`config.mk`:
```
export PLATFORM = sky130hd
export DESIGN_NAME = mem_byte_stage
export DESIGN_NICKNAME = d
export VERILOG_FILES = /design/src/rtl/mem_byte_stage.sv
export SDC_FILE = /design/constraint.sdc
export NUM_CORES = 1
export LEC_CHECK = 0
export CORE_ASPECT_RATIO = 0.7
export CORE_MARGIN = 2
export CORE_UTILIZATION = 42
export CTS_BUF_LIST = sky130_fd_sc_hd__clkbuf_4
export DETAILED_ROUTE_END_ITERATION = 8
export DONT_BUFFER_PORTS = 1
export SKIP_CTS_REPAIR_TIMING = 1
export SLEW_MARGIN = 20
export SYNTH_ARGS = -nofsm -noshare
export SYNTH_HDL_FRONTEND = slang
export SYNTH_SLANG_ARGS = --single-unit
export TNS_END_PERCENT = 20
```
`constraint.sdc`:
```
create_clock -name clk -period 2.65 [get_ports clk]
set_input_delay 0.265 -clock clk [delete_from_list [all_inputs] [get_ports clk]]
set_output_delay 0.265 -clock clk [all_outputs]
set_load 0.01 [all_outputs]
```
`src/rtl/mem_byte_stage.sv`:
```
// mem_byte_stage: RV32I memory-access stage that performs loads and stores
// one byte at a time over an 8-bit memory port, holding the pipeline with
// stallreq while an access is in flight and assembling little-endian load
// data with sign or zero extension.
module mem_byte_stage #(
    parameter logic [6:0] OP_LOAD  = 7'b0000011,
    parameter logic [6:0] OP_STORE = 7'b0100011
) (
    input  logic        clk,
    input  logic        rst,
    input  logic [4:0]  wd_i,
    input  logic        wreg_i,
    input  logic [31:0] wdata_i,
    input  logic [6:0]  opcode_i,
    input  logic [2:0]  func3_i,
    input  logic [31:0] mem_addr_i,
    input  logic [31:0] reg2_i,
    output logic [4:0]  wd_o,
    output logic        wreg_o,
    output logic [31:0] wdata_o,
    output logic        stallreq,
    output logic        mem_req_o,
    output logic        mem_we_o,
    output logic [31:0] mem_addr_o,
    output logic [7:0]  mem_wdata_o,
    input  logic [7:0]  mem_rdata_i,
    input  logic        mem_ack_i
);

    typedef enum logic [1:0] {
        IDLE   = 2'd0,
        ACCESS = 2'd1,
        DONE   = 2'd2
    } state_t;

    state_t      state;
    state_t      state_next;
    logic [1:0]  cnt;
    logic [1:0]  cnt_next;
    logic [31:0] data_buf;
    logic [31:0] buf_next;

    logic        is_load;
    logic        is_store;
    logic        mem_op;
    logic [1:0]  last_idx;
    logic [31:0] load_result;

    // Decode the instruction: is it a legal load/store, and which byte index is its last one
    always_comb begin
        is_load  = (opcode_i == OP_LOAD);
        is_store = (opcode_i == OP_STORE);
        mem_op   = 1'b0;
        last_idx = 2'd0;
        case (func3_i)
            3'b000: begin
                last_idx = 2'd0;
                mem_op   = is_load | is_store;
            end
            3'b001: begin
                last_idx = 2'd1;
                mem_op   = is_load | is_store;
            end
            3'b010: begin
                last_idx = 2'd3;
                mem_op   = is_load | is_store;
            end
            3'b100: begin
                last_idx = 2'd0;
                mem_op   = is_load;
            end
            3'b101: begin
                last_idx = 2'd1;
                mem_op   = is_load;
            end
            default: begin
                last_idx = 2'd0;
                mem_op   = 1'b0;
            end
        endcase
    end

    // State, byte counter and assembly buffer registers; reset discards any partial access
    always_ff @(posedge clk or negedge rst) begin
        if (!rst) begin
            state    <= IDLE;
            cnt      <= 2'd0;
            data_buf <= 32'd0;
        end else begin
            state    <= state_next;
            cnt      <= cnt_next;
            data_buf <= buf_next;
        end
    end

    // Next-state logic: start on a legal access, advance one byte per ack, then one DONE cycle
    always_comb begin
        state_next = state;
        cnt_next   = cnt;
        buf_next   = data_buf;
        case (state)
            IDLE: begin
                if (mem_op) begin
                    state_next = ACCESS;
                    cnt_next   = 2'd0;
                    buf_next   = 32'd0;
                end
            end
            ACCESS: begin
                if (mem_ack_i) begin
                    if (is_load) begin
                        buf_next[{cnt, 3'b000} +: 8] = mem_rdata_i;
                    end
                    if (cnt == last_idx) begin
                        state_next = DONE;
                    end else begin
                        cnt_next = cnt + 2'd1;
                    end
                end
            end
            DONE: begin
                state_next = IDLE;
            end
            default: begin
                state_next = IDLE;
            end
        endcase
    end

    // Extend the assembled bytes to a 32-bit write-back value according to the load width
    always_comb begin
        case (func3_i)
            3'b000:  load_result = {{24{data_buf[7]}}, data_buf[7:0]};
            3'b100:  load_result = {24'd0, data_buf[7:0]};
            3'b001:  load_result = {{16{data_buf[15]}}, data_buf[15:0]};
            3'b101:  load_result = {16'd0, data_buf[15:0]};
            default: load_result = data_buf;
        endcase
    end

    // Output logic; everything is forced to zero while reset is held so a request drops at once
    always_comb begin
        wd_o        = 5'd0;
        wreg_o      = 1'b0;
        wdata_o     = 32'd0;
        stallreq    = 1'b0;
        mem_req_o   = 1'b0;
        mem_we_o    = 1'b0;
        mem_addr_o  = 32'd0;
        mem_wdata_o = 8'd0;
        if (rst) begin
            case (state)
                IDLE: begin
                    wd_o = wd_i;
                    if (mem_op) begin
                        stallreq = 1'b1;
                    end else begin
                        wreg_o  = wreg_i & ~(is_load | is_store);
                        wdata_o = wdata_i;
                    end
                end
                ACCESS: begin
                    wd_o       = wd_i;
                    stallreq   = 1'b1;
                    mem_req_o  = 1'b1;
                    mem_we_o   = is_store;
                    mem_addr_o = mem_addr_i + {30'd0, cnt};
                    if (is_store) begin
                        mem_wdata_o = reg2_i[{cnt, 3'b000} +: 8];
                    end
                end
                DONE: begin
                    wd_o   = wd_i;
                    wreg_o = wreg_i;
                    if (is_load) begin
                        wdata_o = load_result;
                    end
                end
                default: begin
                    wd_o = 5'd0;
                end
            endcase
        end
    end

endmodule

```
==> summary.md <==
| Metric | Value |
|---|---|
| Placed cell area | 3771 um2 |
| Clock latency on the worst-skew pair | 0.34 ns |
| Vias | 3206 |
| Hold_ws | 0.02504 ns |
| Setup ws final | 0.2075 ns |
| Fin. max-slew vios | 0 |
| CTS tree | built |
| Number of flops mapped to enable cells by yosys | 0 |
| Global Route Usage Sum | 19.84% |
| Worst-path maximum fanout | 16 |
| Synth Instances | 446 |
| Yosys top cell area share | 24.24% |
| Crit path time final | 2.442 ns |
| Setup tns final | 0 ns |
| Final design area excluding fillers | a little under 4000 um2 |
| Outcome | complete, no violations |
| Htree depth | 2 |
| Placed Cells incl. Taps | 554 |
| Final wirelength | between 10000 and 15000 um |
| Core ar. | 8513 um2 |
| Power per cell area | 459.6 nW/um2 |
| PortBufs | 0 |
| 1st-iter DRT viols | 160 |
| Die X | 116.4 um |
| Worst Setup Start Kind | flip-flop |
| Crit path capture type | output pin |
| Hpwl dp | 8241 um |
| Largest net degree at the start of global routing | between 40 and 50 |
| Worst slew margin | 52.79% |
| Ports | 204 |
| Vias in the first global route | approximately 2800 |
| Achievable Freq | 409.4 MHz |
| Async SR Flop Fraction | 100.0% |
| Synth Cell Area | between 3000 and 4000 um2 |
| Crit path DAT | 2.18 ns |
| CP Data Required Time | 2.38 ns |
| Non-Filler Instances | approximately 570 |
| Place WS | 0.4496 ns |
| Register area share after synthesis | 24.24% |
| Register area | 900.9 um2 |
| Die area | 9628 um2 |
| Fill count | ~870 |
| Initial antenna violation count | 0 |
| Gpl congestion | 0.8385 |
| WL/cell | 18.37 um |
| VDD IR max | about 180 uV |
| Clk root buf | clkbuf_4 |
| Ys Warns | 0 |
| GRT overflow | 0 |
| Avg Cell Area, Syn | around 8.3 um2 |
| Worst slew pin tran | roughly 0.7 ns |
| Flop and latch count out of synthesis | 36 |
| Crit share post-route | 92.17% |
| Max clock buf depth | 2 |
| ANT nets after route | 0 |
| Die Y | approximately 83 um |
| Unrepaired setup endpoints after global routing | no |
| Synth Flop Type | dfrtp_1 |
| CTS Buf Count | 5 |
| Largest area contributor in the netlist | dfrtp_1 |
| Distinct cell type count of the synthesized netlist | 60 |
| Final Power | around 1.8 mW |
| Largest cells by area after synthesis | dfrtp_1 24%, nand2_1 10%, nor2_1 5.5%, mux4_2 4.8%, xnor2_1 4.5% |
| CP Class | reg -> out |
| Detailed-route DRC error count | 0 |
| First-pass GRT wire length | ~15000 um |
| Avg Vias per Cell | roughly 5.7 |
| Ratio of cells with drive above 1 in the final layout | 16.63% |
| Final core occ | 45.65% |
| Number of iterations in the first detailed-routing pass | 4 |
| Row cnt | 28 |
| Ant diodes | 0 |
| Area growth from synthesis to layout | 4.579% |
| Clk_skew | 0.01680 ns |
| Initial Util | 43.65% |
| Nets@finish | 574 |
| Hold crit path type | in -> reg |
| Max-Cap Viols | 0 |
| Pleak | 1.388 nW |
| Clock sink count | 36 |
| Final setup fails | 0 |
| Area of the multi-input gates | roughly 2600 um2 |
| Synth Net Count | 576 |
| Clock Pin Slew Worst Setup and Hold Paths | 0.13 ns |
| Fin. Hold Viols | 0 |
[placed cells by master (no fill, tap or decap), types with 7 or more instances in the layout]
master     instances
nand2_1           99
nor2_1            54
dfrtp_1           36
o21ai_1           32
xnor2_1           19
o21ai_0           14
buf_4             14
nor4_2            11
o2bb2ai_2         10
nor2b_1            9
and3_1             8
a22oi_1            8
a22o_1             8
inv_1              8
xor2_1             8
mux4_2             8
nand3_1            7
nand3_4            7
[metal layers]
metal | GRT usage (%) | vias up | share of wire [%]
met4 | 3.214 | 0 | 0.39
met1 | 27.03 | 1486 | 44
li1 | - | 1572 | -
met2 | 33.66 | 144 | 48
met3 | 3.577 | 4 | 7.7
met5 | 0 | - | 0
[cells in the mapped netlist (2+ instances only)]
cell       instances
a21oi_1            4
a22o_1             8
a22oi_1            8
and2_1             6
and3_1             8
and4_1             2
buf_2              6
buf_6             12
clkbuf_1           6
dfrtp_1           36
ha_1               6
inv_1              8
mux4_2             8
nand2_1           99
nand3_1            7
nand3_4            7
nand4_1            5
nor2_1            54
nor2b_1            9
nor3_1             2
nor3_2             5
nor3b_1            3
nor4_2            11
nor4_4             2
o211ai_1           3
o21ai_0           14
o21ai_1           32
o2bb2ai_1          6
o2bb2ai_2         10
or3_1              4
xnor2_1           19
xor2_1             8
[flip-flops by register name, summed over array words and instances, names as in the netlist]
register and flops:
data_buf 32, cnt 2, state 2
[power breakdown]
part,total [mW],switching (mW),internal [mW]
clock,0.383,0.190,0.193
combinational,0.816,0.483,0.333
sequential,0.587,0.0185,0.569
total,1.79,0.692,1.09
[worst max-delay path, stage by stage (launching register included)]
cell	delay [ns]
dfrtp_1	0.47
buf_4	0.22
nand2b_1	0.29
and2b_1	0.35
nand2_4	0.19
o2bb2ai_1	0.32
[final timing paths]
check | from | end | slack [ns] | cells after the start
max in group asynchronous | rst | data_buf[30] | 2.09 | 2
setup reg to reg | cnt[0] | data_buf[26] | 0.46 | 6
setup / recovery | state[0] | wdata_o[19] | 0.21 | 5
hold reg to reg | data_buf[16] | data_buf[16] | 0.50 | 2
min in group asynchronous | rst | state[0] | 0.35 | 2
hold / removal | mem_rdata_i[2] | data_buf[2] | 0.03 | 2
[kinds of logic after synthesis]
family / synth area share (%)
AND/OR/NAND/NOR: 37.17
AO/OA/AOI/OAI: 18.25
flip-flops: 24.24
buffers and inverters: 6.296
XOR/XNOR: 6.364
multiplexers: 5.118
adder cells (fa/ha/maj): 2.559
[final cells by class]
cell class | instances | area share, %
Multi-Input combinational cell | 375 | 66.42
Inverter | 9 | 0.8693
Timing Repair Buffer | 17 | 3.735
Clock inverter | 3 | 0.9659
Clock buffer | 5 | 0.9659
Tap cell | 120 | 3.863
Sequential cell | 36 | 23.18
(Power assumes the default switching activity.)
